## src/rtl/dmem_bus_arbiter_pkg.sv

```systemverilog
// rtl/dmem_bus_arbiter_pkg.sv - shared types and defaults for the data-memory bus arbiter
package dmem_bus_arbiter_pkg;

  localparam int DATA_W_DEF = 16;
  localparam int ADDR_W_DEF = 16;
  localparam int CNT_W      = 16;
  localparam int WAIT_W     = 8;

  typedef enum logic {
    ST_IDLE  = 1'b0,
    ST_STALL = 1'b1
  } arb_state_t;

  // Saturating increment used for the forced-stall counter.
  function automatic logic [CNT_W-1:0] sat_inc(input logic [CNT_W-1:0] v);
    return (v == {CNT_W{1'b1}}) ? v : v + {{(CNT_W-1){1'b0}}, 1'b1};
  endfunction

endpackage

```

## src/rtl/dmem_bus_arbiter.sv

```systemverilog
// rtl/dmem_bus_arbiter.sv - CPU-priority arbiter for the data-memory port with forced debug stalls
module dmem_bus_arbiter
  import dmem_bus_arbiter_pkg::*;
#(
  parameter int DATA_W   = DATA_W_DEF,
  parameter int ADDR_W   = ADDR_W_DEF,
  parameter int MAX_WAIT = 4
) (
  input  logic              clock,
  input  logic              reset_n,
  input  logic [ADDR_W-1:0] cpu_draddr,
  input  logic [DATA_W-1:0] cpu_dwdata,
  input  logic              cpu_dwrite,
  input  logic              cpu_dread,
  output logic [DATA_W-1:0] cpu_drdata,
  output logic              cpu_stall,
  input  logic              dbg_req,
  input  logic              dbg_we,
  input  logic [ADDR_W-1:0] dbg_addr,
  input  logic [DATA_W-1:0] dbg_wdata,
  output logic              dbg_gnt,
  output logic [DATA_W-1:0] dbg_rdata,
  output logic              dbg_rvalid,
  output logic [ADDR_W-1:0] mem_addr,
  output logic [DATA_W-1:0] mem_wdata,
  output logic              mem_write,
  output logic              mem_read,
  input  logic [DATA_W-1:0] mem_rdata,
  output logic [CNT_W-1:0]  stall_count
);

  localparam logic [WAIT_W-1:0] WAIT_LAST = WAIT_W'(MAX_WAIT - 1);

  arb_state_t        state, state_nxt;
  logic [WAIT_W-1:0] wait_cnt, wait_cnt_nxt;
  logic              cpu_acc;
  logic              in_stall;

  assign cpu_acc    = cpu_dread | cpu_dwrite;
  assign in_stall   = (state == ST_STALL);
  assign cpu_stall  = in_stall;
  assign cpu_drdata = mem_rdata;

  // Grant is gated by reset so a reset landing mid-stall cannot complete a debug access.
  always_comb begin
    state_nxt    = ST_IDLE;
    wait_cnt_nxt = '0;
    dbg_gnt      = 1'b0;
    case (state)
      ST_IDLE: begin
        dbg_gnt = reset_n & dbg_req & ~cpu_acc;
        if (dbg_req && !dbg_gnt) begin
          wait_cnt_nxt = wait_cnt + {{(WAIT_W-1){1'b0}}, 1'b1};
          if (wait_cnt == WAIT_LAST) begin
            state_nxt = ST_STALL;
          end
        end
      end
      ST_STALL: begin
        dbg_gnt = reset_n & dbg_req;
      end
      default: begin
        state_nxt = ST_IDLE;
      end
    endcase
  end

  // Zero-latency port mux; in the stall cycle the CPU strobes never reach memory.
  always_comb begin
    mem_addr  = cpu_draddr;
    mem_wdata = cpu_dwdata;
    mem_write = cpu_dwrite;
    mem_read  = cpu_dread;
    if (dbg_gnt) begin
      mem_addr  = dbg_addr;
      mem_wdata = dbg_wdata;
      mem_write = dbg_we;
      mem_read  = ~dbg_we;
    end else if (in_stall) begin
      mem_write = 1'b0;
      mem_read  = 1'b0;
    end
  end

  always_ff @(posedge clock or negedge reset_n) begin
    if (!reset_n) begin
      state       <= ST_IDLE;
      wait_cnt    <= '0;
      dbg_rvalid  <= 1'b0;
      dbg_rdata   <= '0;
      stall_count <= '0;
    end else begin
      state      <= state_nxt;
      wait_cnt   <= wait_cnt_nxt;
      dbg_rvalid <= dbg_gnt & ~dbg_we;
      if (dbg_gnt && !dbg_we) begin
        dbg_rdata <= mem_rdata;
      end
      if (in_stall) begin
        stall_count <= sat_inc(stall_count);
      end
    end
  end

endmodule

```

## config.mk

```make
export PLATFORM = sky130hd
export DESIGN_NAME = dmem_bus_arbiter
export DESIGN_NICKNAME = d
export VERILOG_FILES = /design/src/rtl/dmem_bus_arbiter_pkg.sv /design/src/rtl/dmem_bus_arbiter.sv
export SDC_FILE = /design/constraint.sdc
export NUM_CORES = 1
export LEC_CHECK = 0
export CAP_MARGIN = 20
export CORE_UTILIZATION = 32
export CTS_BUF_LIST = sky130_fd_sc_hd__clkbuf_4
export CTS_CLUSTER_SIZE = 40
export DETAILED_ROUTE_END_ITERATION = 8
export GPL_ROUTABILITY_DRIVEN = 1
export GPL_TIMING_DRIVEN = 1
export PLACE_DENSITY = 0.83
export SETUP_SLACK_MARGIN = 0.3
export SYNTH_ARGS = -nofsm -noshare
export SYNTH_HDL_FRONTEND = slang
export SYNTH_SLANG_ARGS = --single-unit
```

## constraint.sdc

```tcl
create_clock -name clock -period 1.7 [get_ports clock]
set_input_delay 0.34 -clock clock [delete_from_list [all_inputs] [get_ports clock]]
set_output_delay 0.34 -clock clock [all_outputs]
set_load 0.02 [all_outputs]
```

==> impl_metrics.tcl <==
set metrics [dict create \
    outcome "finished with violations" \
    violations "setup timing" \
    slew_headroom_pct 63.0 \
    fin_area_um2 5380 \
    grt_pass1_wl_mm 15.2 \
    antenna_cells 0 \
    synthCells 207 \
    die_w_um 87.9 \
    synth_area_leader_cell "dfrtp_1" \
    finalWorstSetupSlack_ns -0.476 \
    critPathMostFrequentCell "buf_6" \
    post-route-period-util_pct 128 \
    layout.nets 535 \
    layout_commonest_cell "buf_6" \
    die_y_um 87.9 \
    yosysUniqueCellTypes 28 \
    core_area_um2 6940 \
    cp_slowest_cell "dfrtp_2" \
    drt_iter0_markers 141 \
    worstMarginPinSlew_ns 0.556 \
    critPathMaxStageDelay_ns 0.45 \
    rsz0062_at_grt "true" \
    crit_required_ns 1.36 \
    ir_drop_mv 0.462 \
    setup-violations-final 57 \
    crit_cells 6 \
    place_area_um2 4480 \
    finalCriticalPeriod_ns 2.18 \
    io_pins 171 \
    vias 2637 \
    gr-total-overflow 0 \
    crit_buf_inv 4 \
    drive_gt1_share_pct 62.0 \
    hpwl_mm 7.14 \
    portBuffers 170 \
    cts_buffers 5 \
    yosys.area.top_type_share_pct 44.6 \
    mostFrequentLayoutCells "buf_6 (87), clkdlybuf4s50_1 (81), buf_4 (36)" \
    drv_cap 0 \
    endpoint "mem_addr[14]" \
    synth_fp_nets 296 \
    avgRoutedWirePerCell_um 21.3 \
    critPathLaunchType "flip-flop" \
    drc 0 \
    crit_type "reg2out" \
    post-place-ws_ns -0.939 \
    clkTransAtPathRegs_ns 0.14 \
    routed_wl_mm 11.6 \
    first_pass_iters 4 \
    gr-usage-all-layers_pct 26.7 \
    cellPowerDensity_nw_per_um2 614 \
    insertion_delay_ns 0.37 \
    cp-end-kind "primary output" \
    startpoint "cpu_stall" \
    cpLargestDelayFamily "buffers and inverters" \
    gp_congestion 0.840 \
    ctsHoldBuffers 0 \
    regArea_um2 1070 \
    grt_max_degree 44 \
    routed_via_density 4.86 \
    multi_input_area_um2 1520 \
    dieArea_um2 7720 \
    cts_htree_levels 2 \
    ys_seq_elements 42 \
    fin_skew_ns 0.0177 \
    clockBufferDepth 2 \
    power_uw 3310 \
    fmax_mhz 459 \
    cp_cell_sequence "o211ai_4, buf_6, buf_6, buf_12, mux2_4, buf_6" \
    ctsRootBufferMaster "clkbuf_4" \
    seq_area_frac_synth_pct 44.6 \
    synth.area.top_cells "dfrtp_1 (45%), mux2_2 (23%), buf_4 (5.7%)" \
    avgSynthCellArea_um2 11.4 \
    setup_tns_ns -19.75 \
    hold_path.class "in2async" \
    crit_arrival_ns 1.84 \
    start_util_pct 34.0 \
    syn-cell-area_um2 2360 \
    postLayoutCoreUtil_pct 77.5 \
    areaGrowthSynthToFinish_pct 128 \
    timing.rr.start "cpu_stall" \
    finalHoldViolations 0 \
    cp_max_fo 5 \
    cts_tree "yes" \
    rows 30 \
    nFillCells 399 \
    r2r_cells 10 \
    clock-sinks 42 \
    grt_pass1_vias 2736 \
    yosysWarnings 0 \
    finalMaxSlewViolations 0 \
    p_leak_uw 0.00262 \
    antenna_left 0 \
    worst-r2r-setup-slack_ns -0.23 \
    r2r-end "dbg_rdata[2]" \
    antenna_found_initial 0 \
]
cells in the mapped netlist (all sizes together):
cell,n
mux2,49
dfrtp,42
buf,22
nand2,15
xnor2,15
nor2,14
nand4,10
nand3,7
xor2,6
and3,4
nor3,4
ha,3
inv,3
and2,2
nor4,2
nor4b,2
a21o,1
a22o,1
and4,1
clkbuf,1
o211ai,1
o311ai,1
or4,1
worst reg2reg max path: stages, from the launching register on:
cell	delay, ns
dfrtp_2	0.42
o211ai_4	0.09
buf_6	0.14
buf_4	0.13
buf_8	0.13
buf_6	0.12
nor2_4	0.10
buf_6	0.11
buf_6	0.12
buf_12	0.13
mux2_2	0.34
layer usage:
| layer | vias up | routed length, µm | track usage, % |
|---|---|---|---|
| li1 | 1202 | - | - |
| met1 | 1262 | 3900 | 27.7 |
| met2 | 134 | 6210 | 52.0 |
| met3 | 39 | 926 | 6.60 |
| met4 | 0 | 508 | 8.79 |
| met5 | - | 0 | 0 |
what timing repair did:
| item | in CTS | in global routing |
|---|---|---|
| pin swaps | 21 | 12 |
| setup endpoints to repair | 116 | 109 |
| gates cloned | 6 | 0 |
| setup buffers | 25 | 18 |
| endpoints found under the hold margin | 0 | 0 |
| resized for setup | 486 | 46 |
cell families (layout without fill, tap and decap cells):
family | Yosys count | after routing | share of synthesized area, %
AND/OR/NAND/NOR | 62 | 62 | 13.8
flip-flops | 42 | 42 | 44.6
adder cells (fa/ha/maj) | 3 | 3 | 1.59
XOR/XNOR | 21 | 21 | 7.80
AO/OA/AOI/OAI | 4 | 4 | 1.59
buffers and inverters | 26 | 266 | 7.21
multiplexers | 49 | 49 | 23.4
cell type report:
cell class | count | share of cell area [%]
multi-input combinational | 139 | 28.2
timing repair buffer | 255 | 48.0
sequential | 42 | 19.8
inverter | 3 | 0.279
tap | 96 | 2.23
clock inverter | 2 | 0.698
clock buffer | 6 | 0.837
sequential cells by signal, indices dropped and copies added (netlist names):
signal / cells
stall_count: 16
dbg_rdata: 16
dbg_rvalid: 1
cpu_stall: 1
wait_cnt: 8
per-stage QoR:
step,std cells,hold WS [ns]
6_report,543,0.108
4_1_cts,525,0.138
3_3_place_gp,486,0.473
3_5_place_dp,486,0.490
5_1_grt,543,0.142
2_1_floorplan,207,0.0444
worst min-delay path by stage:
stage | to | slack, ns | cells past startpoint
2_1_floorplan | cpu_stall | 0.04 | 0
3_3_place_gp | wait_cnt[0] | 0.47 | 1
3_5_place_dp | wait_cnt[0] | 0.49 | 1
4_1_cts | dbg_rdata[15] | 0.14 | 2
5_1_grt | wait_cnt[5] | 0.14 | 2
6_report | wait_cnt[5] | 0.11 | 2
report_power, final:
group	total [µW]	switching, µW	internal, µW
logic	1410	637	772
registers	1220	86.7	1130
clock network	680	353	326
(Power assumes the default switching activity.)
